<file path="src/rtl/uart_frame_assembler.sv">
// Packs RxDone-qualified UART bytes into an M-bit operand frame with inter-byte timeout
// and valid/consume handoff. Define FRAME_CHKSUM_EN to require a trailing XOR checksum byte.
module uart_frame_assembler #(
  parameter int M           = 16,
  parameter int TIMEOUT_CYC = 40000
) (
  input  logic         Clk,
  input  logic         Rst_n,
  input  logic [7:0]   RxData,
  input  logic         RxDone,
  input  logic         Consume,
  output logic [M-1:0] FrameData,
  output logic         FrameValid,
  output logic         FrameErr,
  output logic         Busy
);

  localparam int BYTES = (M + 7) / 8;
  localparam int CW    = $clog2(BYTES + 1);
  localparam int TW    = $clog2(TIMEOUT_CYC + 1);
  localparam logic [CW-1:0] LAST_IDX = CW'(BYTES - 1);
  localparam logic [TW-1:0] TMO_LAST = TW'(TIMEOUT_CYC - 1);

`ifdef FRAME_CHKSUM_EN
  typedef enum logic [1:0] {IDLE, COLLECT, CHECK, VALID} state_t;
  localparam state_t DONE_ST = CHECK;
  logic [7:0] chk, chk_n;
`else
  typedef enum logic [1:0] {IDLE, COLLECT, VALID} state_t;
  localparam state_t DONE_ST = VALID;
`endif

  state_t        state, state_n;
  logic [M-1:0]  data, data_n;
  logic [CW-1:0] cnt, cnt_n, wr_idx;
  logic [TW-1:0] tmo, tmo_n;
  logic          err_n, start, wr;

  always_ff @(posedge Clk or negedge Rst_n) begin
    if (!Rst_n) begin
      state <= IDLE;
      data  <= '0;
      cnt   <= '0;
      tmo   <= '0;
      FrameErr <= 1'b0;
`ifdef FRAME_CHKSUM_EN
      chk   <= '0;
`endif
    end else begin
      state <= state_n;
      data  <= data_n;
      cnt   <= cnt_n;
      tmo   <= tmo_n;
      FrameErr <= err_n;
`ifdef FRAME_CHKSUM_EN
      chk   <= chk_n;
`endif
    end
  end

  always_comb begin
    state_n = state;
    data_n  = data;
    cnt_n   = cnt;
    tmo_n   = '0;
    err_n   = 1'b0;
    start   = 1'b0;
    wr      = 1'b0;
`ifdef FRAME_CHKSUM_EN
    chk_n   = chk;
`endif
    case (state)
      IDLE: if (RxDone) start = 1'b1;
      COLLECT: begin
        if (RxDone) begin
          wr    = 1'b1;
          cnt_n = cnt + 1'b1;
          if (cnt == LAST_IDX) state_n = DONE_ST;
        end else if (tmo == TMO_LAST) begin
          err_n   = 1'b1;
          data_n  = '0;
          cnt_n   = '0;
          state_n = IDLE;
        end else begin
          tmo_n = tmo + 1'b1;
        end
      end
`ifdef FRAME_CHKSUM_EN
      CHECK: begin
        if (RxDone) begin
          if (RxData == chk) begin
            state_n = VALID;
          end else begin
            err_n   = 1'b1;
            data_n  = '0;
            cnt_n   = '0;
            state_n = IDLE;
          end
        end else if (tmo == TMO_LAST) begin
          err_n   = 1'b1;
          data_n  = '0;
          cnt_n   = '0;
          state_n = IDLE;
        end else begin
          tmo_n = tmo + 1'b1;
        end
      end
`endif
      VALID: begin
        if (Consume) begin
          state_n = IDLE;
          cnt_n   = '0;
          if (RxDone) start = 1'b1;
        end else if (RxDone) begin
          err_n = 1'b1;  // overrun: byte dropped, frame kept intact
        end
      end
      default: state_n = IDLE;
    endcase

    // A new frame clears stale bytes so short frames never leak old data.
    if (start) begin
      data_n  = '0;
      cnt_n   = CW'(1);
      wr      = 1'b1;
      state_n = (BYTES == 1) ? DONE_ST : COLLECT;
    end
    wr_idx = start ? '0 : cnt;

`ifdef FRAME_CHKSUM_EN
    if (start)   chk_n = RxData;
    else if (wr) chk_n = chk ^ RxData;
`endif

    // Bits of the last byte above M-1 simply have no destination.
    if (wr) begin
      for (int i = 0; i < M; i++) begin
        if ((i / 8) == int'(wr_idx)) data_n[i] = RxData[i % 8];
      end
    end
  end

  assign FrameData  = data;
  assign FrameValid = (state == VALID);
`ifdef FRAME_CHKSUM_EN
  assign Busy = (state == COLLECT) || (state == CHECK);
`else
  assign Busy = (state == COLLECT);
`endif

endmodule

</file>
<file path="config.mk">
export PLATFORM = sky130hd
export DESIGN_NAME = uart_frame_assembler
export DESIGN_NICKNAME = d
export VERILOG_FILES = /design/src/rtl/uart_frame_assembler.sv
export SDC_FILE = /design/constraint.sdc
export NUM_CORES = 1
export LEC_CHECK = 0
export CORE_UTILIZATION = 40
export DETAILED_ROUTE_END_ITERATION = 10
export PLACE_DENSITY_LB_ADDON = 0.25
export SYNTH_ARGS = -nofsm -noshare
export SYNTH_HDL_FRONTEND = slang
export SYNTH_SLANG_ARGS = --single-unit
</file>
<file path="constraint.sdc">
create_clock -name Clk -period 3.65 [get_ports Clk]
set_clock_uncertainty 0.15 [all_clocks]
set_input_delay 0.73 -clock Clk [delete_from_list [all_inputs] [get_ports Clk]]
set_output_delay 0.73 -clock Clk [all_outputs]
set_load 0.01 [all_outputs]
</file>
* Word-level counts from Yosys, hierarchy flattened
Cells that the tools add are included.
Cells by class: reduce and logical (&&, ||, !) cells 5, mux-type cells 43, equality and inequality tests 9, add/sub/neg operators 2
Operator list (number):
- $mux 16 | 8
- $mux 1 | 23
- $add 16x1->16 const B | 1
- $eq 16x16->1 const B | 1
- $mux 2 | 8
- $ne 4x2->1 const B | 2
- $pmux 2 s3 | 1
- $eq 2x1->1 const B | 2
- $logic_not 2->1 | 2
- $pmux 1 s2 | 2
- $pmux 2 s2 | 1
- $reduce_and 4->1 | 1
- $ne 3x2->1 const B | 1
- $reduce_and 3->1 | 1
- $reduce_bool 3->1 | 1
- $add 2x1->2 const B | 1
- $eq 2x2->1 const A | 1
- $eq 2x2->1 const B | 1
- $ne 2x2->1 const B | 1
Storage, ports and cells: flip-flop bits (word level) 37, input port bits 12, logic and storage cells 64

* Logic depth before layout (Yosys ltp)
Gate-level depths: netlist of the first run.
word-level depth 7, depth in mapped cells 7

* Worst setup path before layout of the first run
Ideal clock, no wire load.
kind input-to-reg, from in RxDone, to reg data[10] (netlist: FrameData[10]), arrival time 1.992 ns, stages on the path 5, path buffers 1, slack 1.386 ns, library setup time 0.122 ns, required time 3.378 ns, cells stage by stage buf_2 > nand2_1 > nor4_2 > nor2_1 > a32o_1
Between the ends: word-level cells in the longest chain between the ends 7, elaborated cells on any way between the ends 12, those cells by class eq/ne (1); mux (11)
Ends and longest elaborated chain:
- start, declared | line 10 | input logic RxDone,
- $mux 1 | line 73, 75, 113
- $mux 1 | line 110 | if (Consume) begin
- $pmux 1 s2 | line 72 | case (state)
- $mux 2 | line 128 | wr_idx = start ? '0 : cnt;
- $eq 2x2->1 | line 138 | if ((i / 8) == int'(wr_idx)) data_n[i] = RxData[i % 8];
- $mux 1 | line 138
- $mux 16 (*) | line 136 | if (wr) begin
- named net data_n[10] | line 34 | logic [M-1:0] data, data_n;
- end signal, assigned | line 51 | data <= data_n;
- end, declared | line 34
Mark *: on every way through the listed nets, which the timed path passes. The rest lies on a longest branch. A chain may end at the register's enable or synchronous reset.

* Worst setup path after layout of the first run
from reg state[0], to out FrameValid
Between the ends: word-level cells in the longest chain between the ends 1
Ends and longest elaborated chain:
- start, declared | line 33 | state_t state, state_n;
- start signal, assigned | line 50 | state <= state_n;
- $eq 2x2->1 | line 144 | assign FrameValid = (state == VALID);
- end, declared | line 13 | output logic FrameValid,
No other way between the ends.

==> results of run 1 <==
## power groups by stage
stage / Combinational [mW] / Sequential [mW] / Clock (mW)
floorplan: 0.302 / 0.608 / 0
global placement: 0.604 / 0.583 / 0
detailed placement: 0.608 / 0.582 / 0
CTS: 0.611 / 0.577 / 0.322
global route: 0.673 / 0.588 / 0.344
finish: 0.609 / 0.577 / 0.313
## cells by family (layout without fill, tap and decap cells)
kind of cell	after synthesis	in the layout	share of synthesized area, %
XOR/XNOR	14	14	6.86
flip-flops	37	37	51.8
AO/OA/AOI/OAI	31	31	12.5
AND/OR/NAND/NOR	78	78	22.4
adder cells (fa/ha/maj)	5	5	3.50
buffers and inverters	13	49	2.94
## sequential cells by signal (all words and copies together), names as in the netlist
register	flops
cnt	2
FrameErr	1
FrameData	16
state	2
tmo	16
## critical path, stage by stage, from the launching register on
cell and delay, ps:
dfrtp_1 410, inv_1 90, ha_1 280, clkdlybuf4s50_1 580
## layout make-up
cell class                      instances  area (um2)  share of cell area (%)
Sequential cell                        37         926                    41.3
Multi-Input combinational cell        128         810                    36.1
Timing Repair Buffer                   32         310                    13.8
Clock buffer                            7        96.3                    4.29
Tap cell                               50        62.6                    2.79
Inverter                                9        33.8                    1.51
Clock inverter                          1        5.00                   0.223
## metal layers
| layer | share of wire [%] | vias up | wire length, um | global-route usage (%) |
|---|---|---|---|---|
| li1 | - | 701 | - | - |
| met1 | 50 | 651 | 1880 | 26.9 |
| met4 | 1.4 | 0 | 52 | 6.12 |
| met5 | 0 | - | 0 | 0 |
| met2 | 42 | 33 | 1590 | 24.9 |
| met3 | 6.3 | 7 | 237 | 6.41 |
## stage by stage
| stage | util (%) | power, mW | cell area [um2] | worst slack [ps] | hold slack (ps) |
|---|---|---|---|---|---|
| 2_1_floorplan | - | 0.910 | 1790 | 1390 | 284 |
| 3_3_place_gp | 51.7 | 1.19 | 2140 | 1030 | 349 |
| 3_5_place_dp | 51.7 | 1.19 | 2140 | 993 | 355 |
| 4_1_cts | 54.1 | 1.51 | 2240 | 1110 | 366 |
| 5_1_grt | 54.1 | 1.61 | 2240 | 1020 | 396 |
| 6_report | 54.1 | 1.50 | 2240 | 1120 | 369 |
## worst paths after layout
path | end | cells past startpoint | start
setup / recovery | FrameValid | 3 | state[0]$_DFFE_PN0P_
hold / removal | tmo[12]$_DFF_PN0_ | 1 | Rst_n
setup reg to reg | FrameData[2]$_DFF_PN0_ | 4 | tmo[2]$_DFF_PN0_
hold reg to reg | tmo[0]$_DFF_PN0_ | 1 | tmo[0]$_DFF_PN0_
max in group asynchronous | cnt[0]$_DFFE_PN0P_ | 1 | Rst_n
min in group Clk | tmo[0]$_DFF_PN0_ | 1 | tmo[0]$_DFF_PN0_
## placed cells by master, fill, tap and decap left out, types with 2 or more instances in the layout
master / Yosys / layout
dfrtp_1: 37 / 37
or4_1: 2 / 2
nor4_1: 6 / 6
o21ai_0: 7 / 7
xor2_1: 3 / 3
buf_4: 0 / 2
inv_1: 9 / 9
nor2_1: 22 / 22
nor3_1: 4 / 4
clkbuf_8: 0 / 7
a32o_1: 8 / 8
o21ai_1: 3 / 3
and3_1: 2 / 2
xnor2_1: 11 / 11
nand2b_1: 2 / 2
clkdlybuf4s50_1: 0 / 29
ha_1: 5 / 5
nand3_1: 6 / 6
nand4_1: 4 / 4
a21oi_1: 3 / 3
nand2_1: 24 / 24
==> summary.md, run 1 <==
| Metric | Value |
|---|---|
| First-pass GRT wire length | `6240 um` |
| Worst-Margin Slew | `801 ps` |
| Die area | `approximately 4700 um2` |
| Synth top area share | `51.8%` |
| Antenna violations before repair | `0` |
| Vias in the first global route | `1299` |
| Initial Utilization | `a little over two fifths` |
| Die X | `68.9 um` |
| Area grow syn2layout | `25.5%` |
| Pin count of the biggest net entering global routing | `38` |
| Critical path required time | `2770 ps` |
| Clk sinks | `37` |
| Syn_nets | `195` |
| Row count | `23` |
| FF+latch count, synth | `37` |
| # diodes | `0` |
| Layout cell share with drive strength beyond 1 | `7.01%` |
| Drt via density | `5.27` |
| R2R Setup Slk | `approximately 1100 ps` |
| H-Tree Depth | `2` |
| Most frequent cell after synthesis | `dfrtp_1` |
| Clock buffer depth | `2` |
| Placed Cells | `256` |
| Finish-stage setup viols | `0` |
| Post-route setup TNS | `0 ps` |
| Antenna-violating nets left | `0` |
| # IOs | `31` |
| Fmax | `about 400 MHz` |
| Class of the most critical setup path | `reg2out` |
| Min Tclk post-route | `2530 ps` |
| Post-synth EDFFs | `0` |
| P_leak | `0.933 nW` |
| Synthesis Warnings | `0` |
| Cell variety after synth | `36` |
| Via count | `1392` |
| Switch share | `~35%` |
| Logic pwr share | `40.6%` |
| Async set-reset flop share out of synthesis | `100%` |
| Max Transition Viols Final | `0` |
| RSZ-0062 raised after global routing | `no` |
| Total global routing overflow | `0` |
| CTS buffer count | `5` |
| Hold/Removal Path Class | `in2async` |
| Clock latency on the worst-skew pair | `290 ps` |
| Total GRT Usage | `a little under a fifth` |
| Clk root buf | `clkbuf_8` |
| Synth Instances | `178` |
| Starting DRT DRC Count | `70` |
| Core Box Area | `4140 um2` |
| Clock transition at the registers of the reported paths | `70 ps` |
| Nets | `230` |
| CTS tree | `done` |
| Finished Layout Cells | `264` |
| Max_cap viols | `0` |
| Area leader, netlist | `dfrtp_1` |
| FILL cells | `393` |
| Wire per inst | `14.2 um` |
| Power Density | `~670 nW/um2` |
| Seq pwr share | `38.5%` |
| Switching power | `517 uW` |
| Final worst path period share | `69.4%` |
| DRC | `0` |
| Internal power | `981 uW` |
| First-pass DRT Iterations | `4` |
| Max transition margin | `46.6%` |
| Post-CTS sizing | `0` |
| CP arrival | `approximately 1700 ps` |
| Run status | `finished, final reports clean` |
| Post-Syn Area | `1790 um2` |
| Final hold violations | `0` |
| Post-CTS Repair Setup Buffers | `0` |
| CTS Hold Bufs | `0` |
| Chip Height | `68.9 um` |
| Max FO, Critical Path | `7` |
| Area contributors post-synth | `dfrtp_1 52%, xnor2_1 5.4%, nand2_1 5.0%` |
| Critical path capture point type | `primary output` |
| GPL Wtd Cong | `0.863` |
| PortBufs | `30` |
| WL final | `3760 um` |
| Synth top cells by count | `37 x dfrtp_1, 24 x nand2_1, 22 x nor2_1, 11 x xnor2_1, 9 x inv_1` |
| Worst IR Drop VDD | `0.395 mV` |
| Seq/Total Area, Yosys | `51.8%` |
| Post-DP HPWL | `~2600 um` |
| Main synth FF type | `dfrtp_1` |
| Startpoint Class | `flop` |
| Avg Synthesized Cell Area | `around 10 um2` |
| Clock share of power | `20.9%` |
Power figures use the tool's default switching activity.
==> run 2: changes to the inputs <==
==> constraint.sdc (replaced) <==
create_clock -name Clk -period 2.65 [get_ports Clk]
set_clock_uncertainty 0.15 [all_clocks]
set_input_delay 0.53 -clock Clk [delete_from_list [all_inputs] [get_ports Clk]]
set_output_delay 0.53 -clock Clk [all_outputs]
set_load 0.01 [all_outputs]
==> run 2 against run 1 <==
  * Worst setup slack worse by 840 ps
  * Flip-flop and latch count stayed put
  * Final cell count up 0.38%
  * Total power is 41% higher
  * Die area unchanged
  * Clock power is 51% higher
  * Sequential power grew 37%
  * Combinational power grew 38%
  * First-iteration DRC count is 14% lower
==> summary.md, run 2 (synthesized netlist as in run 1, its figures left out) <==
| Metric | Value |
|---|---|
| Critical path capture point type | `flop` |
| FILL cells | `between 300 and 400` |
| Class of the most critical setup path | `reg2reg` |
| P_leak | `approximately 0.94 nW` |
| Die area | `4740 um2` |
| Finish-stage setup viols | `0` |
| # diodes | `0` |
| Max_cap viols | `0` |
| Max Transition Viols Final | `0` |
| First-pass GRT wire length | `6240 um` |
| Clk root buf | `clkbuf_8` |
| Final worst path period share | `~90%` |
| Clk sinks | `37` |
| PortBufs | `30` |
| Post-route setup TNS | `0 ps` |
| # IOs | `31` |
| CP arrival | `approximately 2400 ps` |
| Max transition margin | `between 40% and 50%` |
| Nets | `between 200 and 250` |
| Drt via density | `~5.4` |
| DRC | `0` |
| Antenna-violating nets left | `0` |
| Most frequent cells in the layout | `37 x dfrtp_1, 29 x clkdlybuf4s50_1, 24 x nand2_1` |
| Post-CTS sizing | `0` |
| Vias in the first global route | `1323` |
| Die X | `68.9 um` |
| Initial Utilization | `a little over two fifths` |
| Starting DRT DRC Count | `60` |
| Chip Height | `68.9 um` |
| CTS Hold Bufs | `0` |
| Row count | `23` |
| Clock transition at the registers of the reported paths | `70 ps` |
| Antenna violations before repair | `0` |
| Clock latency on the worst-skew pair | `290 ps` |
| Startpoint Class | `flop` |
| First-pass DRT Iterations | `4` |
| Area grow syn2layout | `26.5%` |
| Power Density | `932 nW/um2` |
| Total GRT Usage | `18.6%` |
| Total power | `2.11 mW` |
| Core Box Area | `4140 um2` |
| CTS tree | `done` |
| Placed Area | `2160 um2` |
| Clock buffer depth | `2` |
| Worst IR Drop VDD | `0.506 mV` |
| Min Tclk post-route | `between 2000 and 2500 ps` |
| Hold/Removal Path Class | `in2async` |
| Max FO, Critical Path | `8` |
| Finished Layout Cells | `roughly 270` |
| Worst-Margin Slew | `804 ps` |
| Run status | `finished, final reports clean` |
| Pin count of the biggest net entering global routing | `38` |
| Final core occ | `54.6%` |
| Critical path required time | `roughly 2700 ps` |
| Final hold slack | `between 150 and 200 ps` |
| Pre-CTS setup slack | `278 ps` |
| Setup WS post-layout | `277 ps` |
| Final hold violations | `0` |
| Post-DP HPWL | `2760 um` |
| WL final | `3870 um` |
| Wire per inst | `14.6 um` |
| Most common cell after layout, fill and taps aside | `dfrtp_1` |
| H-Tree Depth | `2` |
| Post-route cell area | `2260 um2` |
| CTS buffer count | `5` |
| Via count | `1418` |
| Post-CTS Repair Setup Buffers | `0` |
| Fmax | `421 MHz` |
| Layout cell share with drive strength beyond 1 | `under 10%` |
| RSZ-0062 raised after global routing | `no` |
| Placed Cells | `258` |
| GPL Wtd Cong | `0.817` |
| Total global routing overflow | `0` |
==> run 2: cell types whose count changed in the layout (fill, tap and decap cells not counted) <==
cell / previous run / this run
clkbuf_8: 7 / 5
bufinv_16: 0 / 1
buf_4: 2 / 4
==> run 2: path summary, 6_finish.rpt <==
path,end,startpoint,cells after the start,slack (ps)
worst max-delay path,FrameData[4]$_DFF_PN0_,tmo[9]$_DFF_PN0_,4,280
worst min-delay path,tmo[15]$_DFF_PN0_,Rst_n,1,180
worst max register to register,FrameData[4]$_DFF_PN0_,tmo[9]$_DFF_PN0_,4,280
worst min register to register,tmo[0]$_DFF_PN0_,tmo[0]$_DFF_PN0_,1,360
max in group asynchronous,FrameData[11]$_DFF_PN0_,Rst_n,1,1670
min in group Clk,tmo[0]$_DFF_PN0_,tmo[0]$_DFF_PN0_,1,360
==> run 2: layout make-up <==
class	instances	area, um2	area share [%]
flip-flops and latches	37	926	41.0
well taps	50	62.6	2.77
inverters	9	33.8	1.49
multi-input cells	128	810	35.8
clock buffers	5	68.8	3.04
clock inverters	2	35.0	1.55
repair buffers	34	325	14.4
==> run 2: worst max-delay path: stages, from the launching register on <==
cell	delay [ps]
dfrtp_1	420
or4_1	510
or4_1	580
nor3b_4	420
o21ai_0	170
==> run 2: layer usage <==
metal	vias to the layer above	track usage (%)	routed length, um
met4	0	10.5	84
met2	31	26.6	1710
met1	678	26.1	1910
met5	-	0	0
li1	702	-	-
met3	7	3.78	155
==> run 2: where the power goes <==
part / switching, mW / internal [mW] / total (mW)
registers: 0.0909 / 0.701 / 0.792
logic: 0.427 / 0.415 / 0.843
clock network: 0.199 / 0.273 / 0.472
total: 0.717 / 1.39 / 2.11
==> run 3: changes to the inputs <==
==> constraint.sdc (replaced) <==
create_clock -name Clk -period 2.25 [get_ports Clk]
set_clock_uncertainty 0.15 [all_clocks]
set_input_delay 0.45 -clock Clk [delete_from_list [all_inputs] [get_ports Clk]]
set_output_delay 0.45 -clock Clk [all_outputs]
set_load 0.01 [all_outputs]
==> run 3 against run 2 <==
  * Register-to-register slack lost 190 ps
  * Clock power increased by 45%
  * Final cell count grew 4.9%
  * Core utilization up 3.1 points
  * Flip-flop and latch count unchanged
  * Sequential share of layout area shrank 2.2 points
  * Sequential power rose by 17%
  * Worst setup slack got worse by 200 ps
  * Critical path type is now reg2out
  * Combinational power increased by 22%
==> summary.md, run 3 (synthesized netlist as in run 1, its figures left out) <==
| Metric | Value |
|---|---|
| Max_cap viols | `0` |
| WL final | `3720 um` |
| Max Transition Viols Final | `0` |
| Worst R2R Start | `tmo[9]$_DFF_PN0_` |
| Clock transition at the registers of the reported paths | `roughly 80 ps` |
| Starting DRT DRC Count | `69` |
| Min Tclk post-route | `about 2200 ps` |
| Final hold slack | `~95 ps` |
| CTS Hold Bufs | `0` |
| Switching power | `848 uW` |
| PortBufs | `30` |
| H-Tree Depth | `2` |
| Critical path required time | `1650 ps` |
| Total GRT Usage | `18.1%` |
| DRC | `0` |
| Vias in the first global route | `around 1400` |
| Clk root buf | `clkbuf_8` |
| Startpoint Class | `flop` |
| Internal power | `about 1.8 mW` |
| CTS buffer count | `5` |
| Clock buffer depth | `2` |
| Finish-stage setup viols | `0` |
| Finished Layout Cells | `about 280` |
| Worst IR Drop VDD | `0.716 mV` |
| Critical path capture point type | `primary output` |
| Core Box Area | `a little over 4000 um2` |
| Critical-path cell list | `inv_1 -> ha_2 -> clkdlybuf4s50_1` |
| Layout cell share with drive strength beyond 1 | `13.6%` |
| Power Density | `1110 nW/um2` |
| Switch share | `32.1%` |
| Row count | `23` |
| Antenna-violating nets left | `0` |
| Largest stage delay on the critical path | `560 ps` |
| # IOs | `31` |
| Post-DP HPWL | `between 2000 and 3000 um` |
| Final worst path period share | `96.4%` |
| Die X | `around 69 um` |
| # diodes | `0` |
| Class of the most critical setup path | `reg2out` |
| Hold/Removal Path Class | `in2async` |
| CP top delay family | `buffers and inverters` |
| Antenna violations before repair | `0` |
| Most common cell after layout, fill and taps aside | `dfrtp_1` |
| Clock latency on the worst-skew pair | `290 ps` |
| Fmax | `461 MHz` |
| Buffers and inverters on the worst path | `2` |
| Final hold violations | `0` |
| Area grow syn2layout | `33.7%` |
| CTS tree | `done` |
| Total global routing overflow | `0` |
| RSZ-0062 raised after global routing | `no` |
| Die area | `4740 um2` |
| Wire per inst | `13.4 um` |
| Run status | `finished, final reports clean` |
| Clk sinks | `37` |
| First-pass GRT wire length | `6320 um` |
| Max FO, Critical Path | `7` |
| Most frequent cells in the layout | `37 x dfrtp_1, 29 x clkdlybuf4s50_1, 24 x nand2_1` |
| Critical Path Source | `state[0]$_DFFE_PN0P_` |
| GPL Wtd Cong | `0.882` |
| First-pass DRT Iterations | `4` |
| Seq pwr share | `35.2%` |
| Initial Utilization | `between 40% and 50%` |
| Chip Height | `68.9 um` |
| Nets | `roughly 240` |
| Pin count of the biggest net entering global routing | `38` |
| Placed Cells | `268` |
| P_leak | `1.02 nW` |
| Clock share of power | `26.0%` |
| Drt via density | `5.28` |
| Logic pwr share | `38.9%` |
| CP arrival | `1570 ps` |
| Via count | `1467` |
| Worst-Margin Slew | `801 ps` |
| Slowest cell on the critical path | `clkdlybuf4s50_1` |
| Max transition margin | `46.6%` |
-- run 3: area by class of cell --
cell class / count / area, um2
clock buffers: 5 / 68.8
clock inverters: 3 / 68.8
fillers: 372 / 1750
inverters: 9 / 33.8
multi-input cells: 128 / 816
flip-flops and latches: 37 / 926
well taps: 50 / 62.6
repair buffers: 46 / 415
-- run 3: power by group through the flow --
stage	logic, mW	registers [mW]	clock network (mW)
after CTS	1.03	0.929	0.700
after global routing	1.15	0.953	0.728
after global placement	1.03	0.941	0
after floorplan	0.490	0.986	0
after detailed placement	1.03	0.939	0
final	1.03	0.930	0.686
-- run 3: path summary, 6_finish.rpt --
| path | slack (ps) | cells past startpoint | end |
|---|---|---|---|
| max | 80 | 3 | FrameValid |
| min | 100 | 1 | FrameData[6]$_DFF_PN0_ |
| max reg2reg | 90 | 4 | FrameData[13]$_DFF_PN0_ |
| min reg2reg | 370 | 2 | FrameData[7]$_DFF_PN0_ |
| max in group asynchronous | 1340 | 1 | FrameData[13]$_DFF_PN0_ |
| min in group Clk | 370 | 2 | FrameData[7]$_DFF_PN0_ |
-- run 3: what timing repair did --
item,CTS,global route
pin swaps,1,0
buffers inserted,2,0
resized for setup,1,1
endpoints found under the setup margin,6,1
-- run 3: worst reg2reg max path, cell delays in order (launching register included) --
cell and delay (ps):
dfrtp_1 380, or4_1 520, or4_4 480, nand3b_4 240, a32o_1 280
-- run 3: through the flow --
step           power [mW]  instance area [um2]  worst slack [ps]  util, %  TNS (ps)
2_1_floorplan        1.48                 1790              83.4        -         0
3_3_place_gp         1.97                 2230             -27.2     53.9     -27.2
3_5_place_dp         1.97                 2230             -58.0     53.9      -242
4_1_cts              2.66                 2390              31.2     57.6         0
5_1_grt              2.83                 2390              13.6     57.7         0
6_report             2.64                 2390              80.5     57.7         0
-- run 3: layer usage --
metal,track usage (%),wire length [um],up-vias
li1,-,-,733
met1,26.6,1910,706
met2,25.7,1620,23
met3,4.28,149,5
met4,6.38,42,0
met5,0,0,-
